File: src/rtl/hpu_axil_ctrl_if.sv
// AXI4-Lite bus bundle (32-bit address/data) between the PS master and the HPU control block.
interface hpu_axil_ctrl_if;
  logic [31:0] awaddr;
  logic        awvalid;
  logic        awready;
  logic [31:0] wdata;
  logic [3:0]  wstrb;
  logic        wvalid;
  logic        wready;
  logic [1:0]  bresp;
  logic        bvalid;
  logic        bready;
  logic [31:0] araddr;
  logic        arvalid;
  logic        arready;
  logic [31:0] rdata;
  logic [1:0]  rresp;
  logic        rvalid;
  logic        rready;

  modport master (
    output awaddr, awvalid, wdata, wstrb, wvalid, bready, araddr, arvalid, rready,
    input  awready, wready, bresp, bvalid, arready, rdata, rresp, rvalid
  );

  modport slave (
    input  awaddr, awvalid, wdata, wstrb, wvalid, bready, araddr, arvalid, rready,
    output awready, wready, bresp, bvalid, arready, rdata, rresp, rvalid
  );
endinterface

File: src/rtl/hpu_axil_ctrl.sv
// AXI4-Lite control/status slave for the HPU top: CTRL, STATUS, MATW_LIMIT, SCRATCH, PARAM bank.
// Define HPU_CTRL_IRQ_EN to add the IRQ_EN register (0x00C) and the irq output.
module hpu_axil_ctrl #(
  parameter int ADDR_W    = 12,
  parameter int NUM_PARAM = 4,
  parameter int CNT_W     = 16
) (
  input  logic                      S_AXI_ACLK,
  input  logic                      S_AXI_ARESETN,
  hpu_axil_ctrl_if.slave            s_axi,
  input  logic [CNT_W-1:0]          mat_cnt,
  input  logic                      done_in,
  output logic                      matw,
  output logic                      run,
  output logic                      last,
`ifdef HPU_CTRL_IRQ_EN
  output logic                      irq,
`endif
  output logic [NUM_PARAM*32-1:0]   param
);

  typedef enum logic [2:0] {IDLE, GOT_AW, GOT_W, BRESP, RD1, RD2} state_t;

  localparam int IW = ADDR_W - 2;
  localparam logic [IW-1:0] IDX_CTRL    = IW'(32'h000);
  localparam logic [IW-1:0] IDX_STATUS  = IW'(32'h001);
  localparam logic [IW-1:0] IDX_LIMIT   = IW'(32'h002);
  localparam logic [IW-1:0] IDX_SCRATCH = IW'(32'h004);
  localparam logic [IW-1:0] IDX_PARAM   = IW'(32'h040);
`ifdef HPU_CTRL_IRQ_EN
  localparam logic [IW-1:0] IDX_IRQ_EN  = IW'(32'h003);
`endif

  state_t            state_r;
  logic [IW-1:0]     addr_r;
  logic [31:0]       wdata_r;
  logic [3:0]        wstrb_r;
  logic              wr_pend_r;
  logic              bvalid_r;
  logic              rvalid_r;
  logic [31:0]       rdata_r;

  logic              matw_r;
  logic              run_r;
  logic              last_r;
  logic              done_r;
  logic              matw_done_r;
  logic [CNT_W-1:0]  matw_limit_r;
  logic [31:0]       scratch_r;
  logic [31:0]       param_r [NUM_PARAM];
`ifdef HPU_CTRL_IRQ_EN
  logic [1:0]        irq_en_r;
  logic              irq_r;
  logic              irq_en_wr_s;
`endif

  logic              wr_en_s;
  logic              ctrl_wr_s;
  logic              status_wr_s;
  logic              limit_wr_s;
  logic              scratch_wr_s;
  logic              cnt_hit_s;
  logic [31:0]       limit_merge_s;
  logic [31:0]       scratch_merge_s;
  logic [31:0]       rd_param_s;
  logic [31:0]       rd_data_s;
  logic              unused_bits_s;

  function automatic logic [31:0] strb_merge(input logic [31:0] old_v,
                                             input logic [31:0] new_v,
                                             input logic [3:0]  strb);
    logic [31:0] res_v;
    for (int i = 0; i < 4; i++) begin
      res_v[8*i +: 8] = strb[i] ? new_v[8*i +: 8] : old_v[8*i +: 8];
    end
    return res_v;
  endfunction

  // Read may only be accepted from IDLE when no write is being presented, so writes win.
  assign s_axi.awready = (state_r == IDLE) || (state_r == GOT_W);
  assign s_axi.wready  = (state_r == IDLE) || (state_r == GOT_AW);
  assign s_axi.arready = (state_r == IDLE) && !s_axi.awvalid && !s_axi.wvalid;
  assign s_axi.bresp   = 2'b00;
  assign s_axi.bvalid  = bvalid_r;
  assign s_axi.rresp   = 2'b00;
  assign s_axi.rvalid  = rvalid_r;
  assign s_axi.rdata   = rdata_r;

  assign unused_bits_s = ^{s_axi.awaddr[31:ADDR_W], s_axi.awaddr[1:0],
                           s_axi.araddr[31:ADDR_W], s_axi.araddr[1:0], limit_merge_s};

  // Write/read decode; register updates happen only on the first BRESP cycle.
  always_comb begin
    wr_en_s         = (state_r == BRESP) && wr_pend_r;
    ctrl_wr_s       = wr_en_s && (addr_r == IDX_CTRL);
    status_wr_s     = wr_en_s && (addr_r == IDX_STATUS);
    limit_wr_s      = wr_en_s && (addr_r == IDX_LIMIT);
    scratch_wr_s    = wr_en_s && (addr_r == IDX_SCRATCH);
`ifdef HPU_CTRL_IRQ_EN
    irq_en_wr_s     = wr_en_s && (addr_r == IDX_IRQ_EN);
`endif
    cnt_hit_s       = matw_r && (mat_cnt == matw_limit_r);
    limit_merge_s   = strb_merge(32'(matw_limit_r), wdata_r, wstrb_r);
    scratch_merge_s = strb_merge(scratch_r, wdata_r, wstrb_r);
  end

  // Read data mux; anything not matched falls through to the parameter bank, else 0.
  always_comb begin
    rd_param_s = 32'h0;
    for (int k = 0; k < NUM_PARAM; k++) begin
      rd_param_s = rd_param_s | ((addr_r == IDX_PARAM + IW'(k)) ? param_r[k] : 32'h0);
    end
    case (addr_r)
      IDX_CTRL:    rd_data_s = {29'h0, last_r, run_r, matw_r};
      IDX_STATUS:  rd_data_s = {28'h0, matw_done_r, done_r, run_r, matw_r};
      IDX_LIMIT:   rd_data_s = 32'(matw_limit_r);
      IDX_SCRATCH: rd_data_s = scratch_r;
`ifdef HPU_CTRL_IRQ_EN
      IDX_IRQ_EN:  rd_data_s = {30'h0, irq_en_r};
`endif
      default:     rd_data_s = rd_param_s;
    endcase
  end

  // AXI-Lite handshake FSM with registered BVALID/RVALID/RDATA.
  always_ff @(posedge S_AXI_ACLK or negedge S_AXI_ARESETN) begin
    if (!S_AXI_ARESETN) begin
      state_r   <= IDLE;
      addr_r    <= '0;
      wdata_r   <= 32'h0;
      wstrb_r   <= 4'h0;
      wr_pend_r <= 1'b0;
      bvalid_r  <= 1'b0;
      rvalid_r  <= 1'b0;
      rdata_r   <= 32'h0;
    end else begin
      case (state_r)
        IDLE: begin
          if (s_axi.awvalid && s_axi.wvalid) begin
            addr_r    <= s_axi.awaddr[ADDR_W-1:2];
            wdata_r   <= s_axi.wdata;
            wstrb_r   <= s_axi.wstrb;
            wr_pend_r <= 1'b1;
            bvalid_r  <= 1'b1;
            state_r   <= BRESP;
          end else if (s_axi.awvalid) begin
            addr_r    <= s_axi.awaddr[ADDR_W-1:2];
            state_r   <= GOT_AW;
          end else if (s_axi.wvalid) begin
            wdata_r   <= s_axi.wdata;
            wstrb_r   <= s_axi.wstrb;
            state_r   <= GOT_W;
          end else if (s_axi.arvalid) begin
            addr_r    <= s_axi.araddr[ADDR_W-1:2];
            state_r   <= RD1;
          end else begin
            state_r   <= IDLE;
          end
        end
        GOT_AW: begin
          if (s_axi.wvalid) begin
            wdata_r   <= s_axi.wdata;
            wstrb_r   <= s_axi.wstrb;
            wr_pend_r <= 1'b1;
            bvalid_r  <= 1'b1;
            state_r   <= BRESP;
          end
        end
        GOT_W: begin
          if (s_axi.awvalid) begin
            addr_r    <= s_axi.awaddr[ADDR_W-1:2];
            wr_pend_r <= 1'b1;
            bvalid_r  <= 1'b1;
            state_r   <= BRESP;
          end
        end
        BRESP: begin
          wr_pend_r <= 1'b0;
          if (s_axi.bready) begin
            bvalid_r <= 1'b0;
            state_r  <= IDLE;
          end
        end
        RD1: begin
          rdata_r  <= rd_data_s;
          rvalid_r <= 1'b1;
          state_r  <= RD2;
        end
        RD2: begin
          if (s_axi.rready) begin
            rvalid_r <= 1'b0;
            state_r  <= IDLE;
          end
        end
        default: state_r <= IDLE;
      endcase
    end
  end

  // Register bank: CTRL write overrides matw auto-clear, done set overrides its W1C.
  always_ff @(posedge S_AXI_ACLK or negedge S_AXI_ARESETN) begin
    if (!S_AXI_ARESETN) begin
      matw_r       <= 1'b0;
      run_r        <= 1'b0;
      last_r       <= 1'b0;
      done_r       <= 1'b0;
      matw_done_r  <= 1'b0;
      matw_limit_r <= '0;
      scratch_r    <= 32'h0;
      for (int k = 0; k < NUM_PARAM; k++) begin
        param_r[k] <= 32'h0;
      end
`ifdef HPU_CTRL_IRQ_EN
      irq_en_r     <= 2'b00;
      irq_r        <= 1'b0;
`endif
    end else begin
      if (ctrl_wr_s) begin
        if (wstrb_r[0]) begin
          matw_r <= wdata_r[0];
          run_r  <= wdata_r[1];
          last_r <= wdata_r[2];
        end
      end else if (cnt_hit_s) begin
        matw_r <= 1'b0;
      end

      if (!ctrl_wr_s && cnt_hit_s) begin
        matw_done_r <= 1'b1;
      end else if (status_wr_s && wstrb_r[0] && wdata_r[3]) begin
        matw_done_r <= 1'b0;
      end

      if (done_in && run_r) begin
        done_r <= 1'b1;
      end else if (status_wr_s && wstrb_r[0] && wdata_r[2]) begin
        done_r <= 1'b0;
      end

      if (limit_wr_s) begin
        matw_limit_r <= limit_merge_s[CNT_W-1:0];
      end
      if (scratch_wr_s) begin
        scratch_r <= scratch_merge_s;
      end
      for (int k = 0; k < NUM_PARAM; k++) begin
        if (wr_en_s && (addr_r == IDX_PARAM + IW'(k))) begin
          param_r[k] <= strb_merge(param_r[k], wdata_r, wstrb_r);
        end
      end
`ifdef HPU_CTRL_IRQ_EN
      if (irq_en_wr_s && wstrb_r[0]) begin
        irq_en_r <= wdata_r[1:0];
      end
      irq_r <= |(irq_en_r & {matw_done_r, done_r});
`endif
    end
  end

  assign matw = matw_r;
  assign run  = run_r;
  assign last = last_r;
`ifdef HPU_CTRL_IRQ_EN
  assign irq  = irq_r;
`endif

  for (genvar k = 0; k < NUM_PARAM; k++) begin : g_param
    assign param[32*k +: 32] = param_r[k];
  end

endmodule
File: src/flat_wrapper.sv
// flat-port wrapper written by rule: the top's interface ports become plain ports
module hpu_axil_ctrl_flat 
#(
  parameter int ADDR_W    = 12,
  parameter int NUM_PARAM = 4,
  parameter int CNT_W     = 16
)
  (S_AXI_ACLK, S_AXI_ARESETN, mat_cnt, done_in, matw, run, last, param, s_axi_awaddr, s_axi_awvalid, s_axi_wdata, s_axi_wstrb, s_axi_wvalid, s_axi_bready, s_axi_araddr, s_axi_arvalid, s_axi_rready, s_axi_awready, s_axi_wready, s_axi_bresp, s_axi_bvalid, s_axi_arready, s_axi_rdata, s_axi_rresp, s_axi_rvalid);
  hpu_axil_ctrl_if s_axi_i ();
  input  logic S_AXI_ACLK;
  input  logic S_AXI_ARESETN;
  input  logic [CNT_W-1:0] mat_cnt;
  input  logic done_in;
  output logic matw;
  output logic run;
  output logic last;
  output logic [NUM_PARAM*32-1:0] param;
  input wire logic [$bits(s_axi_i.awaddr)-1:0] s_axi_awaddr;
  input wire logic [$bits(s_axi_i.awvalid)-1:0] s_axi_awvalid;
  input wire logic [$bits(s_axi_i.wdata)-1:0] s_axi_wdata;
  input wire logic [$bits(s_axi_i.wstrb)-1:0] s_axi_wstrb;
  input wire logic [$bits(s_axi_i.wvalid)-1:0] s_axi_wvalid;
  input wire logic [$bits(s_axi_i.bready)-1:0] s_axi_bready;
  input wire logic [$bits(s_axi_i.araddr)-1:0] s_axi_araddr;
  input wire logic [$bits(s_axi_i.arvalid)-1:0] s_axi_arvalid;
  input wire logic [$bits(s_axi_i.rready)-1:0] s_axi_rready;
  output wire logic [$bits(s_axi_i.awready)-1:0] s_axi_awready;
  output wire logic [$bits(s_axi_i.wready)-1:0] s_axi_wready;
  output wire logic [$bits(s_axi_i.bresp)-1:0] s_axi_bresp;
  output wire logic [$bits(s_axi_i.bvalid)-1:0] s_axi_bvalid;
  output wire logic [$bits(s_axi_i.arready)-1:0] s_axi_arready;
  output wire logic [$bits(s_axi_i.rdata)-1:0] s_axi_rdata;
  output wire logic [$bits(s_axi_i.rresp)-1:0] s_axi_rresp;
  output wire logic [$bits(s_axi_i.rvalid)-1:0] s_axi_rvalid;
  assign s_axi_i.awaddr = s_axi_awaddr;
  assign s_axi_i.awvalid = s_axi_awvalid;
  assign s_axi_i.wdata = s_axi_wdata;
  assign s_axi_i.wstrb = s_axi_wstrb;
  assign s_axi_i.wvalid = s_axi_wvalid;
  assign s_axi_i.bready = s_axi_bready;
  assign s_axi_i.araddr = s_axi_araddr;
  assign s_axi_i.arvalid = s_axi_arvalid;
  assign s_axi_i.rready = s_axi_rready;
  assign s_axi_awready = s_axi_i.awready;
  assign s_axi_wready = s_axi_i.wready;
  assign s_axi_bresp = s_axi_i.bresp;
  assign s_axi_bvalid = s_axi_i.bvalid;
  assign s_axi_arready = s_axi_i.arready;
  assign s_axi_rdata = s_axi_i.rdata;
  assign s_axi_rresp = s_axi_i.rresp;
  assign s_axi_rvalid = s_axi_i.rvalid;
  hpu_axil_ctrl #(.ADDR_W(ADDR_W), .NUM_PARAM(NUM_PARAM), .CNT_W(CNT_W)) u_core (.S_AXI_ACLK(S_AXI_ACLK), .S_AXI_ARESETN(S_AXI_ARESETN), .s_axi(s_axi_i), .mat_cnt(mat_cnt), .done_in(done_in), .matw(matw), .run(run), .last(last), .param(param));
endmodule
File: config.mk
export PLATFORM = sky130hd
export DESIGN_NAME = hpu_axil_ctrl_flat
export DESIGN_NICKNAME = d
export VERILOG_FILES = /design/src/rtl/hpu_axil_ctrl_if.sv /design/src/rtl/hpu_axil_ctrl.sv /design/src/flat_wrapper.sv
export SDC_FILE = /design/constraint.sdc
export NUM_CORES = 1
export LEC_CHECK = 0
export ABC_AREA = 1
export BUFFER_PORTS_ARGS = -buffer_cell sky130_fd_sc_hd__buf_2
export CAP_MARGIN = 20
export CORE_ASPECT_RATIO = 2
export CORE_MARGIN = 3
export CORE_UTILIZATION = 58
export DETAILED_ROUTE_END_ITERATION = 8
export PLACE_DENSITY_LB_ADDON = 0.15
export SETUP_SLACK_MARGIN = 0.2
export SYNTH_ARGS = -nofsm -noshare
export SYNTH_HDL_FRONTEND = slang
export SYNTH_SLANG_ARGS = --single-unit
File: constraint.sdc
create_clock -name S_AXI_ACLK -period 2.7 [get_ports S_AXI_ACLK]
set_input_delay 0.27 -clock S_AXI_ACLK [delete_from_list [all_inputs] [get_ports S_AXI_ACLK]]
set_output_delay 0.27 -clock S_AXI_ACLK [all_outputs]
set_load 0.01 [all_outputs]
# Word level (Yosys, flattened, before mapping)
# Cells that the tools add are included.
totals:
  regBits: 265
  inputBits: 124
  out_inout_bits: 172
  word_cells: 165
op_classes:
  eq_ne: 22
  muxes: 43
  bitwise_logic: 3
  reduce_logical: 62
ops:
  columns: ["op", "n"]
  rows:
  - ["32-bit two-way mux", 7]
  - ["32-bit one-hot mux with 4 select lines", 1]
  - ["32-bit bitwise OR", 3]
  - ["32-bit one-hot mux with 2 select lines", 1]
  - ["2-bit AND reduction", 26]
  - ["10-bit two-way mux", 5]
  - ["10-bit by 7-bit equality test with 1-bit output, second input constant", 4]
  - ["3-bit two-way mux", 8]
  - ["10-bit one-hot mux with 2 select lines", 1]
  - ["1-bit logical AND", 18]
  - ["3-bit one-hot mux with 6 select lines", 1]
  - ["16-bit equality test", 1]
  - ["1-bit two-way mux", 12]
  - ["4-bit two-way mux", 3]
  - ["4-bit AND reduction", 3]
  - ["2-bit nonzero test", 6]
  - ["10-bit by 1-bit equality test with 1-bit output, second input constant", 1]
  - ["10-bit by 2-bit equality test with 1-bit output, second input constant", 1]
  - ["10-bit by 3-bit equality test with 1-bit output, second input constant", 1]
  - ["10-bit logical NOT", 1]
  - ["2-bit != test, second input constant", 5]
  - ["4-bit != test, second input constant", 2]
  - ["1-bit one-hot mux with 4 select lines", 2]
  - ["4-bit one-hot mux with 2 select lines", 1]
  - ["other kinds (11)", 16]

# Logic depth before layout (Yosys ltp)
depth:
  depth_word: 7
  ltp_mapped: 12
  ltp_nobuf: 11

# Worst setup path after synthesis
# Ideal clock, no wire load.
synth_timing:
  path_type: "register -> register"
  start: "register u_core.addr_r[3]"
  end: "register u_core.param_r (netlist bit u_core.param[86])"
  setup_ps: 121
  arrival_ps: 1489
  t_required_ps: 2579
  setup_slack_ps: 1091
  stages_incl_launch_ff: 11
  path_buffers: 2
  synth_period_minus_slack_ps: 1609
  path_cell_list: "dfrtp_1 > nor2_4 > nand2_4 > clkinv_2 > nand2_8 > nor2_8 > buf_12 > nand3_4 > buf_6 > nand2_2 > o21ai_2"
synth_via:
  elab_chain_len: 3
synth_rtl:
  columns: ["element", "line_no", "rtl"]
  rows:
  - ["start: declaration", "hpu_axil_ctrl.sv:35", "logic [IW-1:0] addr_r;"]
  - ["start signal: assignment", "hpu_axil_ctrl.sv:140", "addr_r <= s_axi.awaddr[ADDR_W-1:2];"]
  - ["start signal: assignment", "hpu_axil_ctrl.sv:147", "addr_r <= s_axi.awaddr[ADDR_W-1:2];"]
  - ["start signal: assignment", "hpu_axil_ctrl.sv:154", "addr_r <= s_axi.araddr[ADDR_W-1:2];"]
  - ["10-bit by 7-bit equality test with 1-bit output", "hpu_axil_ctrl.sv:247", "if (wr_en_s && (addr_r == IDX_PARAM + IW'(k))) begin"]
  - ["1-bit logical AND", "hpu_axil_ctrl.sv:247", null]
  - ["2-bit AND reduction (no line)", null, null]
  - ["end signal: indexed assignment", "hpu_axil_ctrl.sv:248", "param_r[k] <= strb_merge(param_r[k], wdata_r, wstrb_r);"]
  - ["end: declaration", "hpu_axil_ctrl.sv:50", "logic [31:0] param_r [NUM_PARAM];"]
# No other way between the ends.
# A chain may end at the register's enable or synchronous reset.

# Worst setup path after layout
layout_timing:
  start: "register u_core.addr_r[9]"
  end: "register u_core.rdata_r[13], in the netlist u_core.s_axi.rdata[13]"
layout_via:
  elab_chain_len: 6
  word_cells_on_any_way: 16
  classes_between: "7 x eq/ne; 5 x mux; 3 x bitwise; 1 x reduce/logical"
layout_rtl:
  columns: ["element", "line_no", "rtl"]
  rows:
  - ["10-bit by 7-bit equality test with 1-bit output", "hpu_axil_ctrl.sv:111", "rd_param_s = rd_param_s | ((addr_r == IDX_PARAM + IW'(k)) ? param_r[k] : 32'h0);"]
  - ["32-bit two-way mux", "hpu_axil_ctrl.sv:111", null]
  - ["32-bit bitwise OR (3 in series)", "hpu_axil_ctrl.sv:111", null]
  - ["32-bit one-hot mux with 4 select lines (*)", "hpu_axil_ctrl.sv:113", "case (addr_r)"]
  - ["end signal: assignment", "hpu_axil_ctrl.sv:185", "rdata_r <= rd_data_s;"]
  - ["end: declaration", "hpu_axil_ctrl.sv:41", "logic [31:0] rdata_r;"]
# Mark *: on every way between the ends. The rest lies on a longest branch, timed or not.

==> flow_summary.ini <==
[worst_hold_path]
hp-start = s_axi_wdata[14]
min_path_cells = 3
hp-class = input port to flop

[timing]
post-route-min-period_ns = 2.175
fin_crit_sh_pct = 80.55
setup_viol = 0
slew_headroom_pct = 53.35
timing.fmax_ghz = 0.4598
setup_tns_ns = 0
fin_skew_ns = 0.01622
rsz0062_at_grt = false
maxSlewViolCount = 0
hold_violations = 0
worst_slew_pin_slew_ns = 0.6987

[die]
die_area_sq_mm = 0.02315
rows = 74
die_x_um = 109.1
coreArea_sq_mm = 0.02065
ioPinCount = 296
start_util_pct = 59.72
die_h_um = 212.2

[synth]
ys_seq_elements = 265
synth.avg_cell_area_sq_um = 8.629
syn_area_sq_mm = 0.01233
synthCells = 1429
ys_seq_area_share_pct = 53.78
ys.flop_type = dfrtp_1
yosysWarnings = 0
ys_types = 39
async_flop_share_pct = 100.0
synth-edff-count = 0

[setup_path]
criticalPathCategory = flop to flop
r2r_slack_ns = 0.53
required_ns = 3.14
crit_path_end_kind = flop
rr_worst_depth = 11
slowest_delay_ns = 0.41
reg2reg_from = u_core.addr_r[9]
cp_max_fo = 25
crit_slowest_cell = dfrtp_1
r2r-end = u_core.s_axi.rdata[13]
cp_common_cell = nand2_1
path_cells = nor2_4 > nand2_4 > nor2_4 > nand2_2 > clkinv_2 > nand2_1 > nand2_1 > nor2_1 > nand2_1 > nand2_1 > nand2_1
worstPathArrival_ns = 2.61
start_kind = flop

[global_route]
grt_pass1_wl_um = 55010
grt_pass1_vias = 10700
grt.total_usage_pct = 30.49
antenna_found_initial = 0
grt_start_max_net_pins = 80
grt-ovfl-total = 0

[layout]
drive_gt1_share_pct = 23.17
final_cell_count_no_fill = 1975
fillCellCount = 1637
final_common_cell = nand2_1
antenna_cells = 0
nNetsFinal = 1817
syn2layout_area_growth_pct = 20.00
final_cell_mix = 465 x nand2_1, 265 x dfrtp_1, 246 x buf_2

[routing]
ant_nets = 0
wirelength_um = 34890
viasPerCell = 5.424
vias = 10710
first_pass_iters = 5
drt-initial-drc-count = 835
wl_per_cell_um = 17.66
drcViolationCount = 0

[clock_network]
cts_buffer_depth = 3
cts_tree = yes
post-cts-setup-buffers = 0
h-tree-depth = 1
path_clk_slew_ns = 0.07
clk_latency_ns = 0.51
root_buffer = clkbuf_16
clock_sinks = 265
cts_buffers = 23

[place]
place_congestion = 0.9065
dp_cells = 1899
port_buffers = 247
dp.final_hpwl_um = 24570

[power]
power_leakage_nw = 7.944
power_density_mw_per_mm2 = 781.3
ir_worst_vdd_mv = 0.6071

[flow_run]
cap_violations = 0

[status]
status = completed
power breakdown:
part / switching [W] / leakage [nW] / total, W / internal [W]
Clock: 0.00148 / 0.380 / 0.00338 / 0.00191
Sequential: 0.000470 / 3.57 / 0.00508 / 0.00461
Combinational: 0.00221 / 4.00 / 0.00310 / 0.000890
Total: 0.00416 / 7.94 / 0.0116 / 0.00740
per-stage QoR:
| stage | instance area (sq um) | utilization (%) | hold slack [ns] | total power (W) | worst slack (ns) |
|---|---|---|---|---|---|
| global route | 14800 | 71.66 | 0.01444 | 0.01215 | 0.3788 |
| CTS | 14800 | 71.66 | 0.000001221 | 0.01161 | 0.5492 |
| finish | 14800 | 71.66 | 0.01427 | 0.01156 | 0.5251 |
| global placement | 13680 | 66.26 | 0.2370 | 0.008098 | 0.6279 |
| floorplan | 12340 | - | -0.02559 | 0.007096 | 1.091 |
| detailed placement | 13680 | 66.26 | 0.2443 | 0.008200 | 0.5831 |
repair_timing:
action,4_1_cts,5_1_grt
endpoints found under the hold margin,92,0
gates resized for setup,0,0
hold buffers,35,0
endpoints found under the setup margin,0,0
critical path, delay by kind of cell, from the launching register on:
family	cells	cell delay, ns
AND/OR/NAND/NOR	10	1.31
flip-flops	1	0.41
buffers and inverters	1	0.37
cells by family (layout without fill, tap and decap cells):
| group | count (synthesis) | after routing | share of synthesized area (%) |
|---|---|---|---|
| AOI/OAI and AO/OA | 279 | 279 | 12.12 |
| and+or+nand+nor | 715 | 715 | 26.73 |
| other | 1 | 4 | 0.03041 |
| buffers and inverters | 154 | 431 | 6.200 |
| xor gates and xnor gates | 7 | 7 | 0.4972 |
| DFF | 265 | 265 | 53.78 |
| muxes | 8 | 8 | 0.6494 |
synth_stat cells (9+ instances only):
library cell,number,area share [%]
a21oi_1,47,1.9
buf_2,24,0.97
buf_4,11,0.67
buf_6,10,0.91
clkbuf_1,14,0.43
dfrtp_1,265,54
inv_1,82,2.5
nand2_1,465,14
nand2_2,21,1.1
nand3_1,87,3.5
nand3_2,9,0.73
nor2_1,89,2.7
o21ai_0,73,3.0
o21ai_1,127,5.2
o21ai_2,16,1.1
o31ai_1,12,0.73
layout make-up:
type	instances	area, sq um	area share [%]
Tap cell	266	332.8	2.249
Clock inverter	10	110.1	0.7441
Timing Repair Buffer	299	1762	11.91
Clock buffer	31	655.6	4.431
Inverter	91	349.1	2.359
Sequential cell	265	6631	44.82
Multi-Input combinational cell	1013	4956	33.49
how the worst max path moves through the flow:
stage / start / end / slack (ns) / depth (start not counted)
after floorplan: u_core.addr_r[3] / u_core.param[86] / 1.09 / 10
after global placement: u_core.addr_r[9] / u_core.s_axi.rdata[13] / 0.63 / 11
after detailed placement: u_core.addr_r[9] / u_core.s_axi.rdata[13] / 0.58 / 11
after CTS: u_core.addr_r[9] / u_core.s_axi.rdata[13] / 0.55 / 11
after global routing: u_core.addr_r[9] / u_core.s_axi.rdata[13] / 0.38 / 11
final: u_core.addr_r[9] / u_core.s_axi.rdata[13] / 0.53 / 11
metal layers:
layer	part of all wire, %	global-route usage (%)	vias to the layer above
met4	5.6	16.09	0
met1	37	36.58	5085
met3	5.6	3.282	98
met2	51	53.14	384
met5	0	0	-
li1	-	-	5145
Power figures use the tool's default switching activity.
